<file path="src/rtl/multiplier_pkg.sv">
// Types shared by the Montgomery multiplier/encoder blocks.
//   enc_state_e : FSM states of montgomery_encode
package multiplier_pkg;

  typedef enum logic [1:0] {
    StIdle,
    StReduce,
    StShift,
    StDone
  } enc_state_e;

endpackage

</file>
<file path="src/rtl/params_pkg.sv">
// Shared arithmetic parameters for the Montgomery blocks (Dilithium modulus).
//   DATA_LENGTH    : operand/result width in bits
//   MODULUS        : q = 2^23 - 2^13 + 1
//   MODULUS_LENGTH : bit length of q (log2 R)
//   MOD_INV        : q^-1 mod 2^MODULUS_LENGTH
package params_pkg;

  parameter int unsigned DATA_LENGTH    = 24;
  parameter int unsigned MODULUS        = 8380417;
  parameter int unsigned MODULUS_LENGTH = 23;
  parameter int unsigned MOD_INV        = 8193;

endpackage

</file>
<file path="src/rtl/mod_dbl_step.sv">
// One shift/conditional-subtract step: r_o = (2r + bit) mod m, given r < m.
// Ports:
//   r_i   : current accumulator (DATA_LENGTH+1 bits)
//   bit_i : bit shifted in (0 in the doubling phase)
//   m_i   : modulus
//   r_o   : next accumulator
module mod_dbl_step #(
  parameter int unsigned DATA_LENGTH = params_pkg::DATA_LENGTH
) (
  input  logic [DATA_LENGTH:0]   r_i,
  input  logic                   bit_i,
  input  logic [DATA_LENGTH-1:0] m_i,
  output logic [DATA_LENGTH:0]   r_o
);

  logic [DATA_LENGTH:0] t;
  logic [DATA_LENGTH:0] m_ext;
  // With r < m < 2^DATA_LENGTH the accumulator MSB is always zero, so 2r+bit
  // fits in DATA_LENGTH+1 bits and the MSB can be dropped.
  logic                 unused_r_msb;

  assign unused_r_msb = r_i[DATA_LENGTH];

  always_comb begin
    t     = {r_i[DATA_LENGTH-1:0], bit_i};
    m_ext = {1'b0, m_i};
    r_o   = (t >= m_ext) ? (t - m_ext) : t;
  end

endmodule

</file>
<file path="src/rtl/montgomery_encode.sv">
// Bit-serial conversion of x into Montgomery form: result = x * 2^m_bl mod m.
// REDUCE folds x (MSB first) into x mod m, SHIFT doubles m_bl times mod m.
// Ports:
//   clk_i    : clock, rising edge
//   rst_i    : asynchronous active-high reset
//   start_i  : request, sampled only in IDLE
//   x_i      : value to encode
//   m_i      : modulus (nonzero, m < 2^m_bl)
//   m_bl_i   : modulus bit length, 0..DATA_LENGTH
//   result_o : x * 2^m_bl mod m, held until the next result
//   valid_o  : one-cycle pulse while in DONE
//   busy_o   : high from accept through DONE
module montgomery_encode
  import multiplier_pkg::*;
#(
  parameter int unsigned DATA_LENGTH = params_pkg::DATA_LENGTH
) (
  input  logic                   clk_i,
  input  logic                   rst_i,
  input  logic                   start_i,
  input  logic [DATA_LENGTH-1:0] x_i,
  input  logic [DATA_LENGTH-1:0] m_i,
  input  logic [DATA_LENGTH-1:0] m_bl_i,
  output logic [DATA_LENGTH-1:0] result_o,
  output logic                   valid_o,
  output logic                   busy_o
);

  enc_state_e             state_q, state_d;
  logic [DATA_LENGTH-1:0] cnt_q, cnt_d;
  logic [DATA_LENGTH-1:0] x_q, x_d;
  logic [DATA_LENGTH-1:0] m_q, m_d;
  logic [DATA_LENGTH-1:0] m_bl_q, m_bl_d;
  logic [DATA_LENGTH:0]   r_q, r_d;
  logic [DATA_LENGTH-1:0] result_q, result_d;

  logic                   step_bit;
  logic [DATA_LENGTH:0]   r_step;

  // x_q is shifted left each REDUCE step, so its MSB is always the next bit.
  assign step_bit = (state_q == StReduce) ? x_q[DATA_LENGTH-1] : 1'b0;

  mod_dbl_step #(
    .DATA_LENGTH(DATA_LENGTH)
  ) u_step (
    .r_i  (r_q),
    .bit_i(step_bit),
    .m_i  (m_q),
    .r_o  (r_step)
  );

  always_comb begin
    state_d  = state_q;
    cnt_d    = cnt_q;
    x_d      = x_q;
    m_d      = m_q;
    m_bl_d   = m_bl_q;
    r_d      = r_q;
    result_d = result_q;

    unique case (state_q)
      StIdle: begin
        if (start_i) begin
          state_d = StReduce;
          x_d     = x_i;
          m_d     = m_i;
          m_bl_d  = m_bl_i;
          r_d     = '0;
          cnt_d   = DATA_LENGTH'(DATA_LENGTH - 1);
        end
      end
      StReduce: begin
        r_d   = r_step;
        x_d   = x_q << 1;
        cnt_d = cnt_q - DATA_LENGTH'(1);
        if (cnt_q == '0) begin
          if (m_bl_q == '0) begin
            state_d  = StDone;
            result_d = r_step[DATA_LENGTH-1:0];
            cnt_d    = '0;
          end else begin
            state_d = StShift;
            cnt_d   = m_bl_q - DATA_LENGTH'(1);
          end
        end
      end
      StShift: begin
        r_d   = r_step;
        cnt_d = cnt_q - DATA_LENGTH'(1);
        if (cnt_q == '0) begin
          state_d  = StDone;
          result_d = r_step[DATA_LENGTH-1:0];
          cnt_d    = '0;
        end
      end
      StDone: begin
        state_d = StIdle;
      end
      default: begin
        state_d = StIdle;
      end
    endcase
  end

  always_ff @(posedge clk_i or posedge rst_i) begin
    if (rst_i) begin
      state_q  <= StIdle;
      cnt_q    <= '0;
      x_q      <= '0;
      m_q      <= '0;
      m_bl_q   <= '0;
      r_q      <= '0;
      result_q <= '0;
    end else begin
      state_q  <= state_d;
      cnt_q    <= cnt_d;
      x_q      <= x_d;
      m_q      <= m_d;
      m_bl_q   <= m_bl_d;
      r_q      <= r_d;
      result_q <= result_d;
    end
  end

  assign result_o = result_q;
  assign valid_o  = (state_q == StDone);
  assign busy_o   = (state_q != StIdle);

endmodule

</file>
<file path="config.mk">
export PLATFORM = sky130hd
export DESIGN_NAME = montgomery_encode
export DESIGN_NICKNAME = d
export VERILOG_FILES = /design/src/rtl/multiplier_pkg.sv /design/src/rtl/params_pkg.sv /design/src/rtl/mod_dbl_step.sv /design/src/rtl/montgomery_encode.sv
export SDC_FILE = /design/constraint.sdc
export NUM_CORES = 1
export LEC_CHECK = 0
export BUFFER_PORTS_ARGS = -buffer_cell sky130_fd_sc_hd__buf_2
export CORE_UTILIZATION = 55
export DETAILED_ROUTE_END_ITERATION = 6
export GPL_ROUTABILITY_DRIVEN = 0
export PLACE_DENSITY = 0.76
export SYNTH_ARGS = -nofsm -noshare
export SYNTH_HDL_FRONTEND = slang
export SYNTH_SLANG_ARGS = --single-unit
</file>
<file path="constraint.sdc">
create_clock -name clk_i -period 8.7 [get_ports clk_i]
set_input_delay 0 -clock clk_i [delete_from_list [all_inputs] [get_ports clk_i]]
set_output_delay 0 -clock clk_i [all_outputs]
set_load 0.02 [all_outputs]
</file>
==> load_flow_metrics.sql <==
INSERT INTO impl_metrics (metric_group, metric, value, unit) VALUES
('clock_network', 'htree_num_levels', '4', ''),
('worst_setup_path', 'setup.worst_path.class', 'reg -> reg', ''),
('yosys', 'ys.flop_type', 'sky130_fd_sc_hd__dfrtp_1', ''),
('timing', 'finClkSkew', '0.00821', 'ns'),
('final_layout', 'synthToLayoutAreaGrowth', '23.4', '%'),
('worst_setup_path', 'top_fanout_value_on_the_critical_path', '31', ''),
('timing', 'finalHoldViolCount', '0', ''),
('yosys', 'mappedNetlistNets', '1007', ''),
('global_route', 'grt_pass1_wl', '35100', 'µm'),
('final_layout', 'design.final.nets', '1165', ''),
('worst_setup_path', 'cp-endpoint', 'result_o[0]', ''),
('drt', 'postRouteAntennaNets', '0', ''),
('global_route', 'antenna_found_initial', '0', ''),
('final_layout', 'post_route_cells_drive_above_1_share', '18.7', '%'),
('worst_setup_path', 'crit_slowest_cell', 'sky130_fd_sc_hd__a21oi_4', ''),
('clock_network', 'number_of_sinks_on_the_clock_net', '146', ''),
('timing', 'finalSetupViolCount', '0', ''),
('drt', 'route.final.wire_length', '20800', 'µm'),
('yosys', 'yosys_warnings', '0', ''),
('drt', 'drt_first_pass_iters', '6', ''),
('final_layout', 'n_antenna_cell', '0', ''),
('timing', 'slew_violations', '0', ''),
('place', 'portBuffers', '100', ''),
('job', 'maxCapViolations', '0', ''),
('clock_network', 'cts_made_buffers', '17', ''),
('timing', 'post-route-min-period', '4.21', 'ns'),
('global_route', 'globalRoute.totalOverflow', '0', ''),
('clock_network', 'cts_tree', 'done', ''),
('yosys', 'post_synth_instance_area', '0.00842', 'mm²'),
('pwr', 'power', '0.00148', 'W'),
('drt', 'detailedRoute.firstIterationViolations', '589', ''),
('drt', 'route.detailed.vias_per_inst', '5.79', ''),
('final_layout', 'mostFrequentLayoutCells', 'sky130_fd_sc_hd__dfrtp_1, sky130_fd_sc_hd__nand2_1, sky130_fd_sc_hd__o21ai_0, sky130_fd_sc_hd__buf_2, sky130_fd_sc_hd__dlygate4sd3_1', ''),
('clock_network', 'clock_insertion_delay_worst_skew', '0.43', 'ns'),
('timing', 'final_min_period_over_clock_period', '48.4', '%'),
('run_status', 'outcome', 'complete, no violations', ''),
('timing', 'tightest_slew', '1.14', 'ns'),
('clock_network', 'cts-resized-gates', '0', ''),
('yosys', 'post_synthesis_async_set_or_reset_flop_share', '100', '%'),
('yosys', 'post_synthesis_cells', '899', ''),
('drt', 'route.detailed.drc', '0', ''),
('timing', 'setup_total_negative_slack', '0', 'ns'),
('global_route', 'grt_util_all_layers', '27.9', '%'),
('floorplanning', 'die_w', '126', 'µm'),
('worst_setup_path', 'reg2reg_from', 'state_q[1]', ''),
('pwr', 'static-leakage-power', '5.34', 'nW'),
('floorplanning', 'die_height', '126', 'µm'),
('floorplanning', 'core_area', '0.0148', 'mm²'),
('worst_setup_path', 'crit_path_end_kind', 'flip-flop', ''),
('pwr', 'power.density', '143', 'mW/mm²'),
('worst_setup_path', 'cell_by_cell_listing_of_the_critical_path', 'inv_1 -> ha_2 -> nand2_1 -> ha_1 -> nand2b_1 -> a21oi_1 -> o2111ai_1 -> a31o_2 -> a21oi_4 -> mux2i_1 -> mux2_2', ''),
('worst_setup_path', 'data_arrival_time_of_the_critical_path', '4.52', 'ns'),
('clock_network', 'post_cts.repair.setup_buffers', '0', ''),
('floorplanning', 'number_of_cell_rows', '44', ''),
('floorplanning', 'design.die.area', '0.0158', 'mm²'),
('timing', 'fmax', '238', 'MHz'),
('global_route', 'grt_max_degree', '86', ''),
('floorplanning', 'initial_utilization', '57.1', '%'),
('timing', 'rsz0062_at_grt', 'no', ''),
('drt', 'vias', '7266', ''),
('drt', 'wl_per_cell', '16.6', 'µm'),
('timing', 'worst_slew_margin_rel', '23.5', '%'),
('clock_network', 'clockBufferDepth', '2', ''),
('global_route', 'vias_in_the_first_global_route', '7301', ''),
('worst_setup_path', 'worst-r2r-setup-slack', '4.49', 'ns'),
('worst_setup_path', 'ff2ff_path_depth', '11', ''),
('yosys', 'number_of_enable_type_register_cells_in_the_synthesized_netlist', '0', ''),
('worst_setup_path', 'critical_path.startpoint', 'state_q[1]', ''),
('pwr', 'vdd_drop_max', '0.129', 'mV'),
('clock_network', 'clock-root-buffer', 'sky130_fd_sc_hd__clkbuf_16', ''),
('worst_setup_path', 'cp-start-kind', 'flip-flop', '');
per-stage QoR:
step / instance area, µm² / worst slack, ns / cells / utilization [%] / hold slack (ns)
floorplan: 8420 / 4.78 / 899 / - / 0.151
global placement: 9050 / 4.57 / 1148 / 61.4 / 0.198
detailed placement: 9050 / 4.47 / 1148 / 61.4 / 0.213
CTS: 10400 / 4.47 / 1254 / 70.4 / 0.305
global route: 10400 / 4.09 / 1254 / 70.4 / 0.332
finish: 10400 / 4.49 / 1254 / 70.4 / 0.282
layer usage:
metal	wire (µm)	vias up	track usage (%)
met2	10500	187	49.2
met3	995	18	5.69
met5	0	-	0
met4	223	0	7.58
met1	9040	3549	34.9
li1	-	3512	-
layout make-up:
type,count,area (µm²)
multi-input combinational,668,4460
timing repair buffer,179,1280
fill,1128,4360
inverter,45,174
tap,184,230
clock inverter,15,171
clock buffer,17,425
sequential,146,3650
power by group:
part	total, W	switching, W	internal, W
clock network	0.000747	0.000317	0.000430
logic	0.0000569	0.0000231	0.0000338
registers	0.000679	0	0.000679
kinds of logic after synthesis:
family	Yosys count	share of synthesized area, %
simple gates	261	14.6
mux	96	12.1
flops	146	43.4
xor+xnor	43	4.47
fa+ha+maj	33	4.99
compound gates	235	16.5
buf+inv	85	3.97
flip-flops by register name, indices dropped and copies added (netlist names):
register / flops
cnt_q: 24
m_bl_q: 24
m_q: 24
r_q: 24
result_o: 24
x_q: 24
state_q: 2
worst max-delay path, delay by kind of cell (launching register included):
kind,cells,cell delay [ns]
adders and majority gates,2,0.99
and+or+nand+nor,2,0.37
AOI/OAI and AO/OA,4,1.68
muxes,2,0.51
DFF,1,0.42
buffers and inverters,1,0.09
worst min path at each step:
stage / start / endpoint
floorplan: m_i[15] / m_q[15]
global placement: rst_i / m_q[5]
detailed placement: rst_i / m_q[5]
CTS: rst_i / m_q[3]
global route: m_bl_i[12] / m_bl_q[12]
finish: rst_i / m_q[5]
cells in the mapped netlist (6+ instances only):
| cell type | instances | share of area (%) |
|---|---|---|
| sky130_fd_sc_hd__a21o_1 | 11 | 0.98 |
| sky130_fd_sc_hd__nor4_1 | 7 | 0.52 |
| sky130_fd_sc_hd__dfrtp_1 | 146 | 43 |
| sky130_fd_sc_hd__or3_1 | 7 | 0.52 |
| sky130_fd_sc_hd__mux2_2 | 49 | 6.6 |
| sky130_fd_sc_hd__or4_1 | 6 | 0.53 |
| sky130_fd_sc_hd__nand4_1 | 8 | 0.59 |
| sky130_fd_sc_hd__nand2b_1 | 12 | 0.89 |
| sky130_fd_sc_hd__xnor2_1 | 20 | 2.1 |
| sky130_fd_sc_hd__xor2_1 | 23 | 2.4 |
| sky130_fd_sc_hd__nand2_1 | 118 | 5.3 |
| sky130_fd_sc_hd__a31oi_1 | 6 | 0.45 |
| sky130_fd_sc_hd__clkbuf_1 | 26 | 1.2 |
| sky130_fd_sc_hd__inv_1 | 45 | 2.0 |
| sky130_fd_sc_hd__nor3_1 | 19 | 1.1 |
| sky130_fd_sc_hd__nor2_1 | 49 | 2.2 |
| sky130_fd_sc_hd__nand3_1 | 12 | 0.71 |
| sky130_fd_sc_hd__mux2i_1 | 47 | 5.6 |
| sky130_fd_sc_hd__buf_2 | 6 | 0.36 |
| sky130_fd_sc_hd__ha_1 | 32 | 4.8 |
| sky130_fd_sc_hd__a21oi_1 | 47 | 2.8 |
| sky130_fd_sc_hd__buf_1 | 6 | 0.27 |
| sky130_fd_sc_hd__o21ai_0 | 110 | 6.5 |
| sky130_fd_sc_hd__o211ai_1 | 9 | 0.80 |
timing repair:
| item | in CTS | in global routing |
|---|---|---|
| hold endpoints to repair | 156 | 0 |
| hold buffers | 74 | 0 |
| setup endpoints to repair | 0 | 0 |
No activity file was read; power rests on OpenSTA's default activity.
